`src/rtl/nextpc_predict_unit_pkg.sv`:
```
// Shared decode constants and helpers for the next-PC predictor: opcode groups, resolved-type
// encodings, link-register test and RV32 immediate extraction.
package nextpc_predict_unit_pkg;

  // inst[6:2] encodings of the control-flow opcodes
  localparam logic [4:0] OpJal    = 5'b11011;
  localparam logic [4:0] OpJalr   = 5'b11001;
  localparam logic [4:0] OpBranch = 5'b11000;

  typedef enum logic [1:0] {
    EmOther  = 2'd0,
    EmJalr   = 2'd1,
    EmBranch = 2'd2,
    EmJal    = 2'd3
  } em_type_e;

  function automatic logic is_link(input logic [4:0] r);
    return (r == 5'd1) || (r == 5'd5);
  endfunction

  function automatic logic [31:0] imm_b(input logic [31:0] i);
    return {{20{i[31]}}, i[7], i[30:25], i[11:8], 1'b0};
  endfunction

  function automatic logic [31:0] imm_j(input logic [31:0] i);
    return {{12{i[31]}}, i[19:12], i[20], i[30:21], 1'b0};
  endfunction

  function automatic logic [31:0] imm_i(input logic [31:0] i);
    return {{21{i[31]}}, i[30:20]};
  endfunction

endpackage

```
`src/rtl/nextpc_predict_unit_return_addr_stack.sv`:
```
// Circular return-address stack. A full stack overwrites its oldest entry; a combined
// pop+push replaces the top in place.
module return_addr_stack
  import nextpc_predict_unit_pkg::*;
#(
  parameter int unsigned XLEN      = 32,
  parameter int unsigned RAS_DEPTH = 4,
  localparam int unsigned PtrW     = $clog2(RAS_DEPTH),
  localparam int unsigned CntW     = $clog2(RAS_DEPTH + 1)
) (
  input  logic            clk_i,
  input  logic            rst_ni,
  input  logic            push_i,
  input  logic            pop_i,
  input  logic [XLEN-1:0] push_data_i,
  output logic [XLEN-1:0] top_o,
  output logic [CntW-1:0] count_o
);

  logic [XLEN-1:0] mem_q [RAS_DEPTH];
  logic [PtrW-1:0] ptr_q, ptr_d, top_ptr, wr_ptr;
  logic [CntW-1:0] cnt_q, cnt_d;
  logic            do_pop, wr_en;

  // ptr_q names the next free slot; the power-of-two depth makes it wrap for free
  assign top_ptr = ptr_q - PtrW'(1);
  assign top_o   = mem_q[top_ptr];
  assign count_o = cnt_q;
  assign do_pop  = pop_i && (cnt_q != '0);

  always_comb begin
    ptr_d  = ptr_q;
    cnt_d  = cnt_q;
    wr_en  = 1'b0;
    wr_ptr = ptr_q;
    if (do_pop && push_i) begin
      wr_en  = 1'b1;
      wr_ptr = top_ptr;
    end else if (do_pop) begin
      ptr_d = top_ptr;
      cnt_d = cnt_q - CntW'(1);
    end else if (push_i) begin
      wr_en = 1'b1;
      ptr_d = ptr_q + PtrW'(1);
      if (cnt_q != CntW'(RAS_DEPTH)) cnt_d = cnt_q + CntW'(1);
    end
  end

  always_ff @(posedge clk_i or negedge rst_ni) begin
    if (!rst_ni) begin
      ptr_q <= '0;
      cnt_q <= '0;
      for (int i = 0; i < RAS_DEPTH; i++) mem_q[i] <= '0;
    end else begin
      ptr_q <= ptr_d;
      cnt_q <= cnt_d;
      if (wr_en) mem_q[wr_ptr] <= push_data_i;
    end
  end

endmodule

```
`src/rtl/nextpc_predict_unit.sv`:
```
// Fetch-stage next-PC predictor: owns the PC, predicts from a 2-bit BHT, a RAS and static JAL
// targets, and repairs the PC when EX/MEM reports a mispredict.
module nextpc_predict_unit
  import nextpc_predict_unit_pkg::*;
#(
  parameter int unsigned     XLEN        = 32,
  parameter int unsigned     BHT_ENTRIES = 64,
  parameter int unsigned     RAS_DEPTH   = 4,
  parameter logic [XLEN-1:0] RESET_PC    = '0
) (
  input  logic            clk,
  input  logic            rst_n,
  input  logic            stall,
  input  logic            if_valid,
  input  logic [31:0]     inst,
  output logic [XLEN-1:0] pc_o,
  output logic            pred_taken_o,
  output logic [XLEN-1:0] pred_target_o,
  input  logic            em_valid,
  input  logic [1:0]      em_type,
  input  logic [XLEN-1:0] em_pc,
  input  logic            em_taken,
  input  logic [XLEN-1:0] em_target,
  input  logic            em_pred_taken,
  input  logic [XLEN-1:0] em_pred_target,
  output logic            flush_o
);

  localparam int unsigned IdxW = $clog2(BHT_ENTRIES);
  localparam int unsigned CntW = $clog2(RAS_DEPTH + 1);

  logic [XLEN-1:0] pc_q, pc_d, pc_plus4, imm_b_x, imm_j_x, ras_top;
  logic [CntW-1:0] ras_count;
  logic [4:0]      opc, rd, rs1;
  logic            is_jal, is_jalr, ras_upd, ras_push, ras_pop;
  logic [1:0]      bht_q [BHT_ENTRIES];
  logic [IdxW-1:0] rd_idx, wr_idx;
  logic [1:0]      bht_cur, bht_wdata;
  logic            bht_we;
  logic            unused_inst;

  assign unused_inst = ^inst[1:0];

  assign opc      = inst[6:2];
  assign rd       = inst[11:7];
  assign rs1      = inst[19:15];
  assign pc_plus4 = pc_q + XLEN'(4);
  assign imm_b_x  = XLEN'($signed(imm_b(inst)));
  assign imm_j_x  = XLEN'($signed(imm_j(inst)));
  assign rd_idx   = pc_q[IdxW+1:2];
  assign pc_o     = pc_q;

  assign is_jal  = if_valid && (opc == OpJal);
  assign is_jalr = if_valid && (opc == OpJalr);

  always_comb begin
    pred_taken_o  = 1'b0;
    pred_target_o = pc_plus4;
    if (if_valid) begin
      case (opc)
        OpJal: begin
          pred_taken_o  = 1'b1;
          pred_target_o = pc_q + imm_j_x;
        end
        OpBranch: begin
          if (bht_q[rd_idx][1]) begin
            pred_taken_o  = 1'b1;
            pred_target_o = pc_q + imm_b_x;
          end
        end
        OpJalr: begin
          // Only return-style JALRs are predictable; others fall through and get repaired later
          if (is_link(rs1) && (rs1 != rd) && (ras_count != '0)) begin
            pred_taken_o  = 1'b1;
            pred_target_o = ras_top;
          end
        end
        default: ;
      endcase
    end
  end

  always_comb begin
    flush_o = 1'b0;
    if (em_valid) begin
      case (em_type_e'(em_type))
        EmBranch:     flush_o = (em_taken != em_pred_taken) ||
                                (em_taken && (em_target != em_pred_target));
        EmJalr, EmJal: flush_o = (em_target != em_pred_target);
        default:      flush_o = 1'b0;
      endcase
    end
  end

  // Wrong-path RAS activity is never undone; a flush only suppresses this cycle's update
  assign ras_upd  = if_valid && !stall && !flush_o;
  assign ras_push = ras_upd && (is_jal || is_jalr) && is_link(rd);
  assign ras_pop  = ras_upd && is_jalr && is_link(rs1) && (rd != rs1);

  return_addr_stack #(
    .XLEN      (XLEN),
    .RAS_DEPTH (RAS_DEPTH)
  ) u_ras (
    .clk_i       (clk),
    .rst_ni      (rst_n),
    .push_i      (ras_push),
    .pop_i       (ras_pop),
    .push_data_i (pc_plus4),
    .top_o       (ras_top),
    .count_o     (ras_count)
  );

  always_comb begin
    if (flush_o)    pc_d = em_taken ? em_target : (em_pc + XLEN'(4));
    else if (stall) pc_d = pc_q;
    else            pc_d = pred_target_o;
  end

  always_ff @(posedge clk or negedge rst_n) begin
    if (!rst_n) pc_q <= RESET_PC;
    else        pc_q <= pc_d;
  end

  // Training ignores stall: resolved branches must not be lost while fetch is frozen
  assign wr_idx  = em_pc[IdxW+1:2];
  assign bht_we  = em_valid && (em_type == EmBranch);
  assign bht_cur = bht_q[wr_idx];

  always_comb begin
    bht_wdata = bht_cur;
    if (em_taken && (bht_cur != 2'b11))       bht_wdata = bht_cur + 2'b01;
    else if (!em_taken && (bht_cur != 2'b00)) bht_wdata = bht_cur - 2'b01;
  end

  always_ff @(posedge clk or negedge rst_n) begin
    if (!rst_n) begin
      for (int i = 0; i < BHT_ENTRIES; i++) bht_q[i] <= 2'b01;
    end else if (bht_we) begin
      bht_q[wr_idx] <= bht_wdata;
    end
  end

endmodule

```
`config.mk`:
```
export PLATFORM = sky130hd
export DESIGN_NAME = nextpc_predict_unit
export DESIGN_NICKNAME = d
export VERILOG_FILES = /design/src/rtl/nextpc_predict_unit_pkg.sv /design/src/rtl/nextpc_predict_unit_return_addr_stack.sv /design/src/rtl/nextpc_predict_unit.sv
export SDC_FILE = /design/constraint.sdc
export NUM_CORES = 1
export LEC_CHECK = 0
export CORE_MARGIN = 2
export CORE_UTILIZATION = 45
export DETAILED_ROUTE_END_ITERATION = 10
export GPL_TIMING_DRIVEN = 0
export PLACE_DENSITY = 0.68
export SLEW_MARGIN = 20
export SYNTH_ARGS = -nofsm -noshare
export SYNTH_HDL_FRONTEND = slang
export SYNTH_SLANG_ARGS = --single-unit
```
`constraint.sdc`:
```
create_clock -name clk -period 4.6 [get_ports clk]
set_clock_uncertainty 0.15 [all_clocks]
set_input_delay 0.92 -clock clk [delete_from_list [all_inputs] [get_ports clk]]
set_output_delay 0.92 -clock clk [all_outputs]
set_load 0.01 [all_outputs]
```
=== After elaboration in Yosys (flattened, before gate mapping) ===
Cells that the tools add are included.

* Register bits: 293
* Input port bits: 137
* Output and inout port bits: 66
* Logic and storage cells: 181

* Add/subtract/negate cells: 10
* Magnitude comparators: 6
* Equality and inequality tests: 17
* Multiplexer cells: 39
* Bitwise logic cells: 5
* Reduce and logical (&&, ||, !) cells: 33

{| class="wikitable"
|+ Operators by type and width
! cell !! number
|-
| $mux W32 || 9
|-
| $bwmux W128 || 2
|-
| $pmux W32 S3 || 1
|-
| $add A32 B3 Y32 const B || 2
|-
| $add A32 B32 Y32 || 2
|-
| $bmux W32 S2 || 1
|-
| $demux W32 S2 || 1
|-
| $ne A32 B32 Y1 || 1
|-
| $bmux W2 S6 || 2
|-
| $mux W2 || 10
|-
| $logic_and A1 B1 Y1 || 19
|-
| $eq A5 B5 Y1 const B || 3
|-
| $ge A7 B7 Y1 const B || 2
|-
| $not A6 Y7 || 2
|-
| $demux W2 S6 || 1
|-
| $eq A5 B1 Y1 const B || 2
|-
| $eq A5 B3 Y1 const B || 2
|-
| $ne A5 B5 Y1 || 2
|-
| $mux W3 || 3
|-
| $lt A7 B1 Y1 const B || 1
|-
| $mux W1 || 7
|-
| $ge A3 B3 Y1 const B || 2
|-
| $not A2 Y3 || 2
|-
| $reduce_bool A2 Y1 || 3
|-
| 20 further kinds || 28
|}

=== Logic depth before layout (Yosys ltp) ===
Gate-level depths: netlist (run 1).

* Depth after elaboration: 19
* Depth in mapped cells: 17
* Mapped depth without buffers: 14

=== Modules after synthesis ===
Synthesis (run 1) repeated with hierarchy kept, for this count alone.

* Cell total of the unflattened synthesis: 1888
* Area, all modules: 20016.7 um2

{| class="wikitable"
|+ By module, submodules not included
! module !! times used !! cells each !! area each (um2) !! sequential area each (um2)
|-
| nextpc_predict_unit || 1 || 1534 || 13783.2 || 4083.9
|-
| return_addr_stack || 1 || 354 || 6233.5 || 3328.2
|}

=== Worst setup path after synthesis (run 1) ===
OpenSTA, ideal clock, no wires.

* Path type: input to output
* From: input inst[21]
* To: output pred_target_o[23]
* Arrival: 3628 ps
* Data required time: 3530 ps
* Path slack: -98 ps
* Stages: 11
* Path buffers: 0
* Cell sequence: ha_1 fa_1 a211oi_1 o21ai_0 a2111oi_2 o21ai_1 a21oi_1 o21ai_0 a221o_1 a22oi_1 o22ai_1

* Word-level cells in the longest chain between the ends: 3

{| class="wikitable"
|+ RTL lines
! element !! line !! source
|-
| start: declaration || nextpc_predict_unit.sv:15 || <nowiki>input logic [31:0] inst,</nowiki>
|-
| $add A32 B32 Y32 || nextpc_predict_unit.sv:63 || <nowiki>pred_target_o = pc_q + imm_j_x;</nowiki>
|-
| $pmux W32 S3 || nextpc_predict_unit.sv:60 || <nowiki>case (opc)</nowiki>
|-
| $mux W32 || nextpc_predict_unit.sv:59 || <nowiki>if (if_valid) begin</nowiki>
|-
| end: declaration || nextpc_predict_unit.sv:18 || <nowiki>output logic [XLEN-1:0] pred_target_o,</nowiki>
|}

No other way between the ends.

=== Final worst setup path (run 1) ===
* From: register pc_q[1] (netlist: pc_o[1])
* To: output pred_target_o[25]

* Word-level cells in the longest chain between the ends: 4
* Elaborated cells on any way between the ends: 7
* Those cells by class: 3 x add/sub; 4 x mux

{| class="wikitable"
|+ RTL lines
! element !! line !! source
|-
| start: declaration || nextpc_predict_unit.sv:32 || <nowiki>logic [XLEN-1:0] pc_q, pc_d, pc_plus4, imm_b_x, imm_j_x, ras_top;</nowiki>
|-
| start signal: assignment || nextpc_predict_unit.sv:121 || <nowiki>else pc_q <= pc_d;</nowiki>
|-
| $add A32 B3 Y32 or $add A32 B32 Y32 (tied branches) || nextpc_predict_unit.sv:47, nextpc_predict_unit.sv:68 ||
|-
| $mux W32 (on tied branches) || nextpc_predict_unit.sv:73, nextpc_predict_unit.sv:66 ||
|-
| $pmux W32 S3 || nextpc_predict_unit.sv:60 ||
|-
| $mux W32 * || nextpc_predict_unit.sv:59 ||
|}

Mark *: on every way between the ends. The rest lies on a longest branch, timed or not.

==> impl_results.md, run 1 <==
* Hpwl dp at 56.1 mm
* Critical-path cell list: ha_4 > fa_2 > a211oi_4 > o21ai_4 > a2111oi_4 > o21ai_4 > a21o_1 > a211o_1 > xnor2_1 > o211ai_1 > a21oi_1 > nor2_1 > buf_2
* Internal power at 0.00572 W
* Antenna-violating nets left at 0
* Clk buf depth at 3
* Detailed Route Iter0 Violations at 2628
* Top cells by area, synth: dfrtp_1 30%, dfstp_2 8.8%, mux2_2 8.8%
* CTS Hold Bufs at 0
* Largest stage delay, worst path at 480 ps
* CP Class: reg2out
* Cell Area, Synth at 0.0191 mm²
* Pwr Density at 341 mW/mm²
* Status: finished, violations left
* Max-cap violations at 0
* Cell total after placement at 2684
* Pre-antenna DRT Iters at 9
* Peak supply drop at 0.274 mV
* Leakage at 10.9 nW
* Root buffer selected by CTS: clkbuf_16
* Largest net degree at the start of global routing at 99
* YS warnings at 0
* Vias post-DR at 19500
* Final Worst Setup Slack at -610 ps
* Critical Path Stages at 13
* P_sw at 0.00318 W
* Slowest stage cell, crit path: dfrtp_2
* Hold crit path type: in2async
* Worst reg-to-reg path cell count at 18
* Failing checks: negative setup slack
* Mean Syn Cell Area at 9.81 µm²
* CTS H-tree depth at 2
* WP data required at 3530 ps
* Family with the most delay on the worst path: compound AO/OA/AOI/OAI gates
* Layout area overhead at 37.0%
* EDFF count, synth at 0
* Layout cells sized above 1 at 34.9%
* Post-synth ARST share at 100%
* Final net count at 2534
* Comb pwr share at 35.7%
* Drt via density at 6.71
* Sequential area share after synthesis at 38.9%
* Vias in the first global route at 19000
* Gr usage total at 36.2%
* Later-pin clock latency in the skew report at 570 ps
* Die Y at 210 µm
* Max-slew violation count at 0
* Starting density of the core at 45.6%
* Yosys reg bits at 293
* Final worst path period need at 5210 ps
* Top_reg_cell synth: dfrtp_1
* Clock power frac at 31.4%
* Filler Cell Count at 3330
* Final std cells w/o fill at 2909
* Initial antenna violation count at 4
* Most frequent CP cell: o21ai_4
* Yosys top cell area share at 30.1%
* CP Launch Type: flip-flop
* First-pass GRT wire length at 119 mm
* Switch share at 35.7%
* Top cells by count, synth: 244 x nor2_1, 229 x dfrtp_1, 190 x a21oi_1, 149 x mux2_2, 117 x nand2_1
* IO Port Bufs at 198
* Number of setup violations in the final report at 32
* Total CTS buffers at 34
* Core area at 0.0419 mm²
* DRC at 0
* Crit-path max FO at 4
* DP Worst Slack at -1950 ps
* Fin crit share at 113%
* Grt ovf at 0
* Crit path DAT at 4140 ps
* Worst rel slew slack at 35.8%
* Fmax at 192 MHz
* Num rows at 75
* Distinct cells, synth at 85
* Final wirelength at 82.8 mm
* Clock slew at the register clock pins of the worst setup and hold paths at 70 ps
* RSZ-0062 raised after global routing: yes
* Power after layout at 0.00889 W
* GPL Wtd Cong at 0.993
* Sink Count at 293
* Final setup TNS at -9400 ps
* Syn_nets at 2135
* Die Area at 0.0440 mm²
* # IOs at 203
* Reg power frac at 32.8%
* Slew @ Worst Pin at 952 ps
* Post-synthesis instance total at 1944
* Most frequent cell after synthesis: nor2_1
* Hold_ws at 27.8 ps
* Wire length per cell at 28.5 µm
* Fin. Hold Viols at 0
* Die X-Extent at 210 µm
* CP Capture Type: output pin
* Leading area contributor after synthesis: dfrtp_1
* WP buf/inv at 1
* Register Area at 0.00743 mm²
* Area of the multi-input gates at 0.0125 mm²
* CTS tree: built
-- sequential cells by signal, summed over array words and instances (netlist names) --
signal	count
bht_q	128
pc_o	32
u_ras.count_o	3
u_ras.mem_q	128
u_ras.ptr_q	2
-- per-layer routing --
metal | vias up | track usage (%) | part of all wire [%]
met3 | 456 | 8.16 | 11
met1 | 9509 | 45.5 | 37
met5 | - | 0.779 | 0.016
li1 | 8018 | - | -
met4 | 2 | 24.1 | 7.9
met2 | 1531 | 55.9 | 44
-- cells in the final DEF, fill, tap and decap left out, types with 16 or more instances in the layout --
cell | Yosys | final
o21ai_0 | 68 | 40
xor2_1 | 51 | 42
mux4_2 | 40 | 44
a211oi_1 | 20 | 16
dfstp_2 | 64 | 64
inv_1 | 22 | 20
ha_4 | 0 | 18
mux2i_1 | 33 | 30
and2_1 | 18 | 16
buf_6 | 4 | 54
nor3_1 | 21 | 18
and3_1 | 19 | 18
buf_12 | 0 | 16
nand4_1 | 24 | 24
a21oi_2 | 0 | 16
clkbuf_1 | 66 | 29
a22oi_1 | 49 | 42
nand2_1 | 117 | 114
buf_2 | 28 | 35
nand3_1 | 36 | 33
clkdlybuf4s50_1 | 0 | 141
xnor2_1 | 79 | 71
clkbuf_2 | 1 | 33
a21oi_1 | 190 | 170
ha_1 | 51 | 31
a21o_1 | 24 | 24
a31oi_1 | 19 | 16
nor2_1 | 244 | 236
dfrtp_1 | 229 | 215
mux2_2 | 149 | 148
clkbuf_16 | 0 | 35
buf_4 | 8 | 134
-- per-stage QoR --
step           instance area, µm²  utilization (%)
4_1_cts                     25300             60.5
6_report                    26100             62.4
3_5_place_dp                21800             52.1
3_3_place_gp                21700             51.9
5_1_grt                     26100             62.4
2_1_floorplan               19100                -
-- repair_timing --
action                     CTS  global route
gates resized for setup    533           135
buffers inserted           119            56
gates cloned                 1             1
setup endpoints to repair  288           272
pin swaps                  100            60
-- final cells by class --
class / count / share of cell area [%]
diodes: 3 / 0.0287
plain buffers: 111 / 2.89
clock buffers: 49 / 3.74
clock inverters: 11 / 0.580
inverters: 22 / 0.316
multi-input cells: 1510 / 47.8
flip-flops and latches: 293 / 28.4
well taps: 539 / 2.58
repair buffers: 371 / 13.6
-- power groups by stage --
stage | clock [W] | combinational [W] | sequential, W
finish | 0.00279 | 0.00318 | 0.00292
global route | 0.00291 | 0.00330 | 0.00292
CTS | 0.00280 | 0.00283 | 0.00290
detailed placement | 0 | 0.00222 | 0.00294
global placement | 0 | 0.00219 | 0.00294
floorplan | 0 | 0.00128 | 0.00285
-- cell families after synthesis --
logic type / synth area share [%]
multiplexers: 16.1
flip-flops: 38.9
AND/OR/NAND/NOR: 13.9
buffers and inverters: 3.28
adder cells (fa/ha/maj): 3.66
AO/OA/AOI/OAI: 18.2
XOR/XNOR: 5.97
-- path summary, 6_finish.rpt --
path	from	endpoint	slack, ps
min in group clk	u_ras.mem_q[64]	u_ras.mem_q[64]	360
min reg2reg	u_ras.mem_q[64]	u_ras.mem_q[64]	360
min	rst_n	pc_o[8]	30
max	pc_o[1]	pred_target_o[25]	-610
max reg2reg	pc_o[3]	pc_o[9]	710
max in group asynchronous	rst_n	u_ras.count_o[0]	3040
Note: power is estimated with default switching activity, not from simulation.
==> run 2, diff against run 1 <==
--- a/config.mk
+++ b/config.mk
@@ -9,6 +9,7 @@
 export CORE_UTILIZATION = 45
 export DETAILED_ROUTE_END_ITERATION = 10
 export GPL_TIMING_DRIVEN = 0
+export MAX_ROUTING_LAYER = met4
 export PLACE_DENSITY = 0.68
 export SLEW_MARGIN = 20
 export SYNTH_ARGS = -nofsm -noshare
==> run 2 against run 1 <==
  * The flow still finishes with violations (negative setup slack)
  * Via count is 0.68% lower
  * Fmax fell by 3.5%
  * Sequential power hardly changed
  * Non-clock buffer count is 6 higher
  * Final cell count grew 0.28%
  * First-iteration DRC count down 12%
  * Design area up 0.84%
  * Utilization grew 0.53 points
  * Die area unchanged
==> impl_results.md, run 2 (synthesized netlist as in run 1, its figures left out) <==
* Core area at 0.0419 mm²
* Most common cell after layout, fill and taps aside: nor2_1
* Max-slew violation count at 0
* Fmax at 185 MHz
* Vias post-DR at 19400
* Die X-Extent at 210 µm
* CP Capture Type: output pin
* Largest net degree at the start of global routing at 90
* Failing checks: negative setup slack
* Worst R2R Setup Slack at 360 ps
* Power after layout at 0.00908 W
* Number of setup violations in the final report at 31
* Status: finished, violations left
* IO Port Bufs at 198
* Most frequent cells in the layout: 234 x nor2_1, 216 x dfrtp_1, 169 x a21oi_1
* Die Y at 210 µm
* Fin. Hold Viols at 0
* Layout area overhead at 38.1%
* DP Worst Slack at -1890 ps
* Die Area at 0.0440 mm²
* Wire length per cell at 28.8 µm
* Final wirelength at 83.9 mm
* Final worst path period need at 5400 ps
* CP Launch Type: flip-flop
* WP data required at 3530 ps
* R2r startpoint: pc_o[1]
* Sink Count at 293
* First-pass GRT wire length at 118 mm
* # IOs at 203
* CTS tree: built
* Slew @ Worst Pin at 1040 ps
* Most frequent CP cell: buf_4
* Hold crit path type: in2async
* Worst reg-to-reg path cell count at 17
* P_sw at 0.00325 W
* Crit-path max FO at 3
* Slowest stage cell, crit path: a211oi_4
* Largest stage delay, worst path at 510 ps
* Leakage at 11.0 nW
* Detailed Route Iter0 Violations at 2314
* Pre-antenna DRT Iters at 9
* RSZ-0062 raised after global routing: yes
* Vias in the first global route at 18900
* Worst rel slew slack at 29.9%
* GPL Wtd Cong at 0.998
* Layout cells sized above 1 at 35.4%
* Cell total after placement at 2684
* Gr usage total at 37.0%
* Filler Cell Count at 3325
* Max-cap violations at 0
* Final net count at 2540
* Hpwl dp at 56.5 mm
* Num rows at 75
* Final Worst Setup Slack at -799 ps
* Crit path DAT at 4330 ps
* Final Instance Area at 0.0263 mm²
* Critical-path cell list: buf_4 > buf_6 > ha_4 > fa_2 > a211oi_4 > o21ai_2 > a22oi_2 > buf_4 > buf_4 > a21oi_2 > a311oi_2 > xor2_1 > a221oi_1 > nor2_1 > nand2_2 > buf_6
* Clk buf depth at 3
* Starting density of the core at 45.6%
* Clock slew at the register clock pins of the worst setup and hold paths at 70 ps
* Later-pin clock latency in the skew report at 580 ps
* R2R Path End: pc_o[9]
* Internal power at 0.00583 W
* Hold_ws at 136 ps
* DRC at 0
* Cell Area, Placed at 0.0218 mm²
* Reg power frac at 32.1%
* Drt via density at 6.64
* CP Class: reg2out
* Fin crit share at 117%
* Total CTS buffers at 34
* Pwr Density at 345 mW/mm²
* Grt ovf at 0
* Root buffer selected by CTS: clkbuf_16
* Peak supply drop at 0.345 mV
* Comb pwr share at 36.6%
* Final std cells w/o fill at 2917
* Antenna-violating nets left at 0
* Switch share at 35.8%
* CTS H-tree depth at 2
* Clock power frac at 31.3%
* Initial antenna violation count at 1
## run 2: cell types whose count changed in the layout (fill, tap and decap cells not counted), sizes merged
cell           before  now
inv                23   24
buf               251  257
clkbuf            121  123
clkdlybuf4s15       5    3
dlygate4sd2        10    9
clkdlybuf4s50     141  143
## run 2: final cells by class
cell class | count | area, µm² | share of cell area [%]
Multi-Input combinational cell | 1510 | 12600 | 47.9
Tap cell | 539 | 674 | 2.56
Sequential cell | 293 | 7430 | 28.2
Clock inverter | 12 | 160 | 0.608
Inverter | 22 | 82.6 | 0.314
Antenna cell | 3 | 7.51 | 0.0285
Clock buffer | 50 | 1000 | 3.81
Timing Repair Buffer | 377 | 3580 | 13.6
Buffer | 111 | 778 | 2.95
## run 2: what timing repair did
action                                  4_1_cts  5_1_grt
hold buffers                                  0        0
gates cloned                                  1        1
setup buffers                               117       59
endpoints found under the setup margin      298      261
gates resized for setup                     515      166
pin swaps                                    90       90
## run 2: how the worst max path moves through the flow
stage,startpoint,endpoint,slack [ps],cells after the start
floorplan,inst[21],pred_target_o[25],10,12
global placement,rst_n,u_ras.mem_q[79],-9850,1
detailed placement,inst[31],pred_target_o[28],-1890,12
CTS,pc_o[1],pred_target_o[25],-510,13
global route,pc_o[1],pred_target_o[19],-790,16
finish,pc_o[1],pred_target_o[19],-800,16
## run 2: power by group through the flow
stage | clock network, W | logic (W) | registers (W)
2_1_floorplan | 0 | 0.00128 | 0.00285
3_3_place_gp | 0 | 0.00220 | 0.00294
3_5_place_dp | 0 | 0.00223 | 0.00294
4_1_cts | 0.00284 | 0.00279 | 0.00289
5_1_grt | 0.00295 | 0.00343 | 0.00292
6_report | 0.00284 | 0.00332 | 0.00292
## run 2: layer usage
layer  wire length (µm)  up-vias  share of wire, %  track usage (%)
li1                   -     8036                 -                -
met1              30400     9446                36             44.5
met2              36800     1440                44             55.5
met3               9700      461                12             8.39
met4               6900        0               8.2             25.7
met5                  0        -                 0                -
## run 2: through the flow
| stage | setup TNS, ps | util (%) |
|---|---|---|
| 2_1_floorplan | 0 | - |
| 3_3_place_gp | -3001130 | 51.9 |
| 3_5_place_dp | -383200 | 52.1 |
| 4_1_cts | -5330 | 60.3 |
| 5_1_grt | -15100 | 62.9 |
| 6_report | -12330 | 62.9 |
## run 2: worst max-delay path: cells and delay by family, from the launching register on
kind | cells | cell delay (ps)
adder cells (fa/ha/maj) | 2 | 560
XOR/XNOR | 1 | 240
flip-flops | 1 | 460
buffers and inverters | 5 | 710
AND/OR/NAND/NOR | 2 | 350
AO/OA/AOI/OAI | 6 | 1430
